**src/rtl/fetch_pkg.sv**
```systemverilog
// Shared types and constants for the instruction fetch unit.
package fetch_pkg;

    typedef enum logic [1:0] {
        StIdle  = 2'b00,
        StFetch = 2'b01,
        StHold  = 2'b10,
        StDrain = 2'b11
    } state_e;

    localparam logic [31:0] RESET_PC_DEFAULT = 32'h0000_0000;

    localparam logic [5:0] OP_RTYPE = 6'b000000;
    localparam logic [5:0] OP_J     = 6'b000010;
    localparam logic [5:0] OP_BEQ   = 6'b000100;

    // Force an address onto a word boundary.
    function automatic logic [31:0] align_word(input logic [31:0] addr);
        return {addr[31:2], 2'b00};
    endfunction

endpackage

```
**src/rtl/pc_target_calc.sv**
```systemverilog
// Combinational redirect target: jump beats branch, both relative to base.
module pc_target_calc (
    input  logic [31:0] base_i,
    input  logic        br_taken_i,
    input  logic [15:0] br_imm_i,
    input  logic        jump_i,
    input  logic [25:0] jump_target_i,
    output logic        redirect_o,
    output logic [31:0] target_o
);

    // Select jump region target or sign-extended word-offset branch target.
    always_comb begin
        redirect_o = br_taken_i | jump_i;
        if (jump_i) begin
            target_o = {base_i[31:28], jump_target_i, 2'b00};
        end else begin
            target_o = base_i + {{14{br_imm_i[15]}}, br_imm_i, 2'b00};
        end
    end

endmodule

```
**src/rtl/fetch_unit.sv**
```systemverilog
// Single-outstanding-request instruction fetch unit with branch/jump redirect.
module fetch_unit
    import fetch_pkg::*;
#(
    parameter logic [31:0] RESET_PC = RESET_PC_DEFAULT
) (
    input  logic        clk,
    input  logic        rst_n,
    output logic        imem_req,
    output logic [31:0] imem_addr,
    input  logic        imem_ack,
    input  logic [31:0] imem_rdata,
    output logic        inst_valid,
    input  logic        inst_ready,
    output logic [31:0] inst,
    output logic [31:0] inst_pc,
    output logic [5:0]  opcode,
    input  logic        br_taken,
    input  logic [15:0] br_imm,
    input  logic        jump,
    input  logic [25:0] jump_target
);

    state_e      state_q, state_d;
    logic [31:0] pc_q, pc_d;
    logic [31:0] inst_q, inst_d;
    logic [31:0] inst_pc_q, inst_pc_d;
    logic [31:0] base_q, base_d;
    logic [31:0] drain_addr_q, drain_addr_d;

    logic        redirect;
    logic [31:0] target;

    pc_target_calc u_pc_target_calc (
        .base_i        (base_q),
        .br_taken_i    (br_taken),
        .br_imm_i      (br_imm),
        .jump_i        (jump),
        .jump_target_i (jump_target),
        .redirect_o    (redirect),
        .target_o      (target)
    );

    // State register.
    always_ff @(posedge clk) begin
        if (!rst_n) begin
            state_q <= StIdle;
        end else begin
            state_q <= state_d;
        end
    end

    // Next-state logic; a redirect always wins over ack or ready.
    always_comb begin
        state_d = state_q;
        unique case (state_q)
            StIdle:  state_d = StFetch;
            StFetch: begin
                if (redirect) begin
                    state_d = imem_ack ? StFetch : StDrain;
                end else if (imem_ack) begin
                    state_d = StHold;
                end
            end
            StHold:  if (redirect || inst_ready) state_d = StFetch;
            StDrain: if (imem_ack) state_d = StFetch;
            default: state_d = StIdle;
        endcase
    end

    // Datapath next values: pc, held instruction, branch base, drain address.
    always_comb begin
        pc_d         = pc_q;
        inst_d       = inst_q;
        inst_pc_d    = inst_pc_q;
        base_d       = base_q;
        drain_addr_d = drain_addr_q;
        unique case (state_q)
            StFetch: begin
                if (redirect) begin
                    pc_d = align_word(target);
                    // Request stays on the bus at its old address until acked.
                    if (!imem_ack) drain_addr_d = pc_q;
                end else if (imem_ack) begin
                    inst_d    = imem_rdata;
                    inst_pc_d = pc_q;
                    pc_d      = pc_q + 32'd4;
                end
            end
            StHold: begin
                if (redirect) begin
                    pc_d = align_word(target);
                end else if (inst_ready) begin
                    base_d = inst_pc_q + 32'd4;
                end
            end
            StDrain: if (redirect) pc_d = align_word(target);
            default: ;
        endcase
    end

    // Datapath registers.
    always_ff @(posedge clk) begin
        if (!rst_n) begin
            pc_q         <= align_word(RESET_PC);
            inst_q       <= 32'h0;
            inst_pc_q    <= 32'h0;
            base_q       <= 32'h0;
            drain_addr_q <= 32'h0;
        end else begin
            pc_q         <= pc_d;
            inst_q       <= inst_d;
            inst_pc_q    <= inst_pc_d;
            base_q       <= base_d;
            drain_addr_q <= drain_addr_d;
        end
    end

    // Moore outputs decoded from the current state.
    always_comb begin
        imem_req   = 1'b0;
        imem_addr  = 32'h0;
        inst_valid = 1'b0;
        unique case (state_q)
            StFetch: begin
                imem_req  = 1'b1;
                imem_addr = align_word(pc_q);
            end
            StDrain: begin
                imem_req  = 1'b1;
                imem_addr = align_word(drain_addr_q);
            end
            StHold:  inst_valid = 1'b1;
            default: ;
        endcase
        inst    = inst_q;
        inst_pc = inst_pc_q;
        opcode  = inst_q[31:26];
    end

endmodule

```
**config.mk**
```make
export PLATFORM = sky130hd
export DESIGN_NAME = fetch_unit
export DESIGN_NICKNAME = d
export VERILOG_FILES = /design/src/rtl/fetch_pkg.sv /design/src/rtl/pc_target_calc.sv /design/src/rtl/fetch_unit.sv
export SDC_FILE = /design/constraint.sdc
export NUM_CORES = 1
export LEC_CHECK = 0
export BUFFER_PORTS_ARGS = -buffer_cell sky130_fd_sc_hd__buf_2
export CAP_MARGIN = 20
export CORE_MARGIN = 8
export CORE_UTILIZATION = 50
export DETAILED_ROUTE_END_ITERATION = 8
export GPL_TIMING_DRIVEN = 0
export PLACE_DENSITY = 0.87
export SLEW_MARGIN = 10
export SYNTH_ARGS = -nofsm -noshare
export SYNTH_HDL_FRONTEND = slang
export SYNTH_HIERARCHICAL = 1
export SYNTH_SLANG_ARGS = --single-unit
```
**constraint.sdc**
```tcl
create_clock -name clk -period 2.9 [get_ports clk]
set_input_delay 0.29 -clock clk [delete_from_list [all_inputs] [get_ports clk]]
set_output_delay 0.29 -clock clk [all_outputs]
set_load 0.01 [all_outputs]
```
==> flow_metrics.py <==
metrics = {
    "run_status": {
        "status": "finished with violations",
        "violations": "setup timing",
    },
    "worst_setup_path": {
        "reg2reg_depth": 13,
        "cp-end-kind": "register",
        "path_max_fanout": 4,
        "required_ns": 3.26,
        "r2r_end": "pc_q[30]",
        "arrival_ns": 3.42,
        "regToRegSetupSlack_ns": -0.15,
        "reg2reg_from": "base_q[15]",
        "critPathKind": "reg -> reg",
        "worstSetupStartpointType": "register",
    },
    "route": {
        "drc": 0,
        "drt_wl_total_mm": 34.1,
        "first_iter_violations": 1245,
        "ant_nets": 0,
        "avgViaCountPerCell": 5.97,
        "routed-via-count": 10600,
        "wire_per_inst_um": 19.1,
        "first_pass_iters": 6,
    },
    "clock_network": {
        "cts_tree": "yes",
        "htreeDepth": 4,
        "path_clk_slew_ns": 0.07,
        "cts-root-buf": "clkbuf_16",
        "numCtsBuffers": 17,
        "clockBufferDepth": 2,
        "clk_latency_ns": 0.43,
        "cts_sinks": 154,
        "hold_buffers": 0,
    },
    "global_routing": {
        "overflow": 0,
        "grt_pass1_vias": 10200,
        "grt_antenna_before_repair": 0,
        "grt_max_degree": 19,
        "grt_pass1_wl_mm": 52.6,
        "grt_util_all_layers_pct": 27.1,
    },
    "floorplan": {
        "die_w_um": 155,
        "pin_count": 184,
        "fp.dieH_um": 155,
        "die-area_sq_um": 24000,
        "initial_core_util_pct": 51.2,
        "num_rows": 50,
        "coreArea_sq_um": 18800,
    },
    "sta": {
        "slew_violations": 0,
        "setup_violations": 3,
        "fin_crit_ns": 3.05,
        "max_freq_mhz": 327,
        "timing.final.crit_share_pct": 105,
        "fin_worst_skew_ns": 0.0105,
        "worst_pin_slew_ns": 0.833,
        "setup_ws_ns": -0.155,
        "rsz0062_at_grt": "true",
        "hold_viol": 0,
        "relSlewSlack_pct": 44.1,
    },
    "logic_synthesis": {
        "syn-cell-area_sq_um": 9640,
        "yosysWarnings": 6,
        "synthCells": 1277,
        "syn_avg_cell_area_sq_um": 7.55,
    },
    "placement": {
        "place_area_sq_um": 10900,
        "dp_hpwl_mm": 24.8,
        "gp_congestion": 0.944,
        "dp.cells": 1718,
        "port-buffer-count": 178,
        "pre_cts_slack_ns": -0.701,
    },
    "layout": {
        "drive_gt1_share_pct": 25.2,
        "seqCellArea_sq_um": 3100,
        "final_cell_count_no_fill": 1783,
        "multi_input_area_sq_um": 6330,
        "fillers": 1552,
        "area_growth_pct": 25.5,
        "fin_area_sq_um": 12100,
        "final_nets": 1622,
        "antenna_cells": 0,
    },
    "hold_path": {
        "min_from": "imem_rdata[18]",
        "holdPathStages": 3,
        "hold_class": "in -> reg",
        "min_to": "inst[18]",
    },
    "run": {
        "cap_viol_max_count": 0,
    },
    "power": {
        "power.density_nw_per_um2": 447,
        "power_mw": 5.40,
        "vdd_drop_max_uv": 396,
        "leakagePower_nw": 4.99,
    },
}
-- worst max-delay path: stages, from the launching register on --
cell and delay, ns:
dfxtp_2 0.34, ha_4 0.30, nand3_4 0.10, nor3_4 0.23
nand3_4 0.10, and4_4 0.19, or3_4 0.37, o211a_1 0.24
nor3_4 0.28, mux2i_1 0.12, a221oi_1 0.24, o21ai_1 0.10
mux2_4 0.29, nor2_2 0.08
-- routing by layer --
metal	vias to the layer above	GRT usage [%]	part of all wire [%]
met2	611	44.2	46
met4	2	16.4	5.8
met5	-	2.81	0.26
met3	135	7.29	9.1
met1	4936	31.2	39
li1	4962	-	-
-- metrics by stage --
stage	hold slack, ns	utilization (%)	setup TNS [ns]
floorplan	0.426	-	0
finish	0.0903	64.3	-0.299
global route	0.0847	64.3	-0.644
detailed placement	0.443	57.7	-2.92
CTS	0.0815	63.6	-0.229
global placement	0.438	57.7	-2.63
-- where the power goes --
part / total, mW / internal (mW) / switching (mW)
clock: 2.33 / 1.38 / 0.958
combinational: 0.826 / 0.312 / 0.514
sequential: 2.25 / 2.17 / 0.0712
total: 5.40 / 3.86 / 1.54
-- final cells by class --
| cell class | count | area share (%) |
|---|---|---|
| Buffer | 106 | 4.38 |
| Clock buffer | 18 | 3.55 |
| Clock inverter | 14 | 1.52 |
| Inverter | 12 | 0.372 |
| Multi-Input combinational cell | 1005 | 52.3 |
| Sequential cell | 154 | 25.6 |
| Tap cell | 260 | 2.69 |
| Timing Repair Buffer | 214 | 9.63 |
-- flip-flops by register name, summed over array words and instances, names as in the netlist --
register      cells
pc_q             30
inst_pc          30
state_q           2
drain_addr_q     30
base_q           30
inst             32
-- worst max path at each step --
stage | startpoint | endpoint | slack [ns] | cells after the start
6_report | base_q[15] | pc_q[30] | -0.15 | 13
3_5_place_dp | br_imm[15] | pc_q[29] | -0.70 | 15
3_3_place_gp | br_imm[15] | pc_q[29] | -0.66 | 15
2_1_floorplan | base_q[6] | pc_q[29] | 0.02 | 14
4_1_cts | base_q[2] | pc_q[30] | -0.11 | 14
5_1_grt | base_q[15] | pc_q[30] | -0.27 | 13
-- layout by cell type, fill, tap and decap left out, types with 5 or more instances in the layout --
master / instances
ha_4: 12
clkbuf_16: 17
a22oi_1: 5
buf_2: 207
buf_6: 6
xnor2_1: 17
o211ai_1: 5
xor2_1: 30
inv_1: 11
nor2_1: 61
and4_1: 6
a31oi_1: 5
o22ai_1: 6
and3_1: 12
clkbuf_1: 55
buf_4: 48
nor3_1: 16
a21oi_2: 5
o21ai_1: 10
ha_1: 15
a21oi_1: 151
dfxtp_2: 7
nand4_1: 30
a21o_1: 16
nand2_1: 271
a211oi_1: 12
dfxtp_1: 146
nor4_1: 8
mux2i_1: 37
nor3b_1: 7
nand3_1: 40
o21ai_0: 62
nor2b_1: 37
mux2_2: 5
-- repair_timing --
action | CTS | global route
gates cloned | 0 | 0
endpoints found under the setup margin | 4 | 8
pin swaps | 24 | 19
resized for setup | 50 | 23
setup buffers | 31 | 5
(Power assumes the default switching activity.)
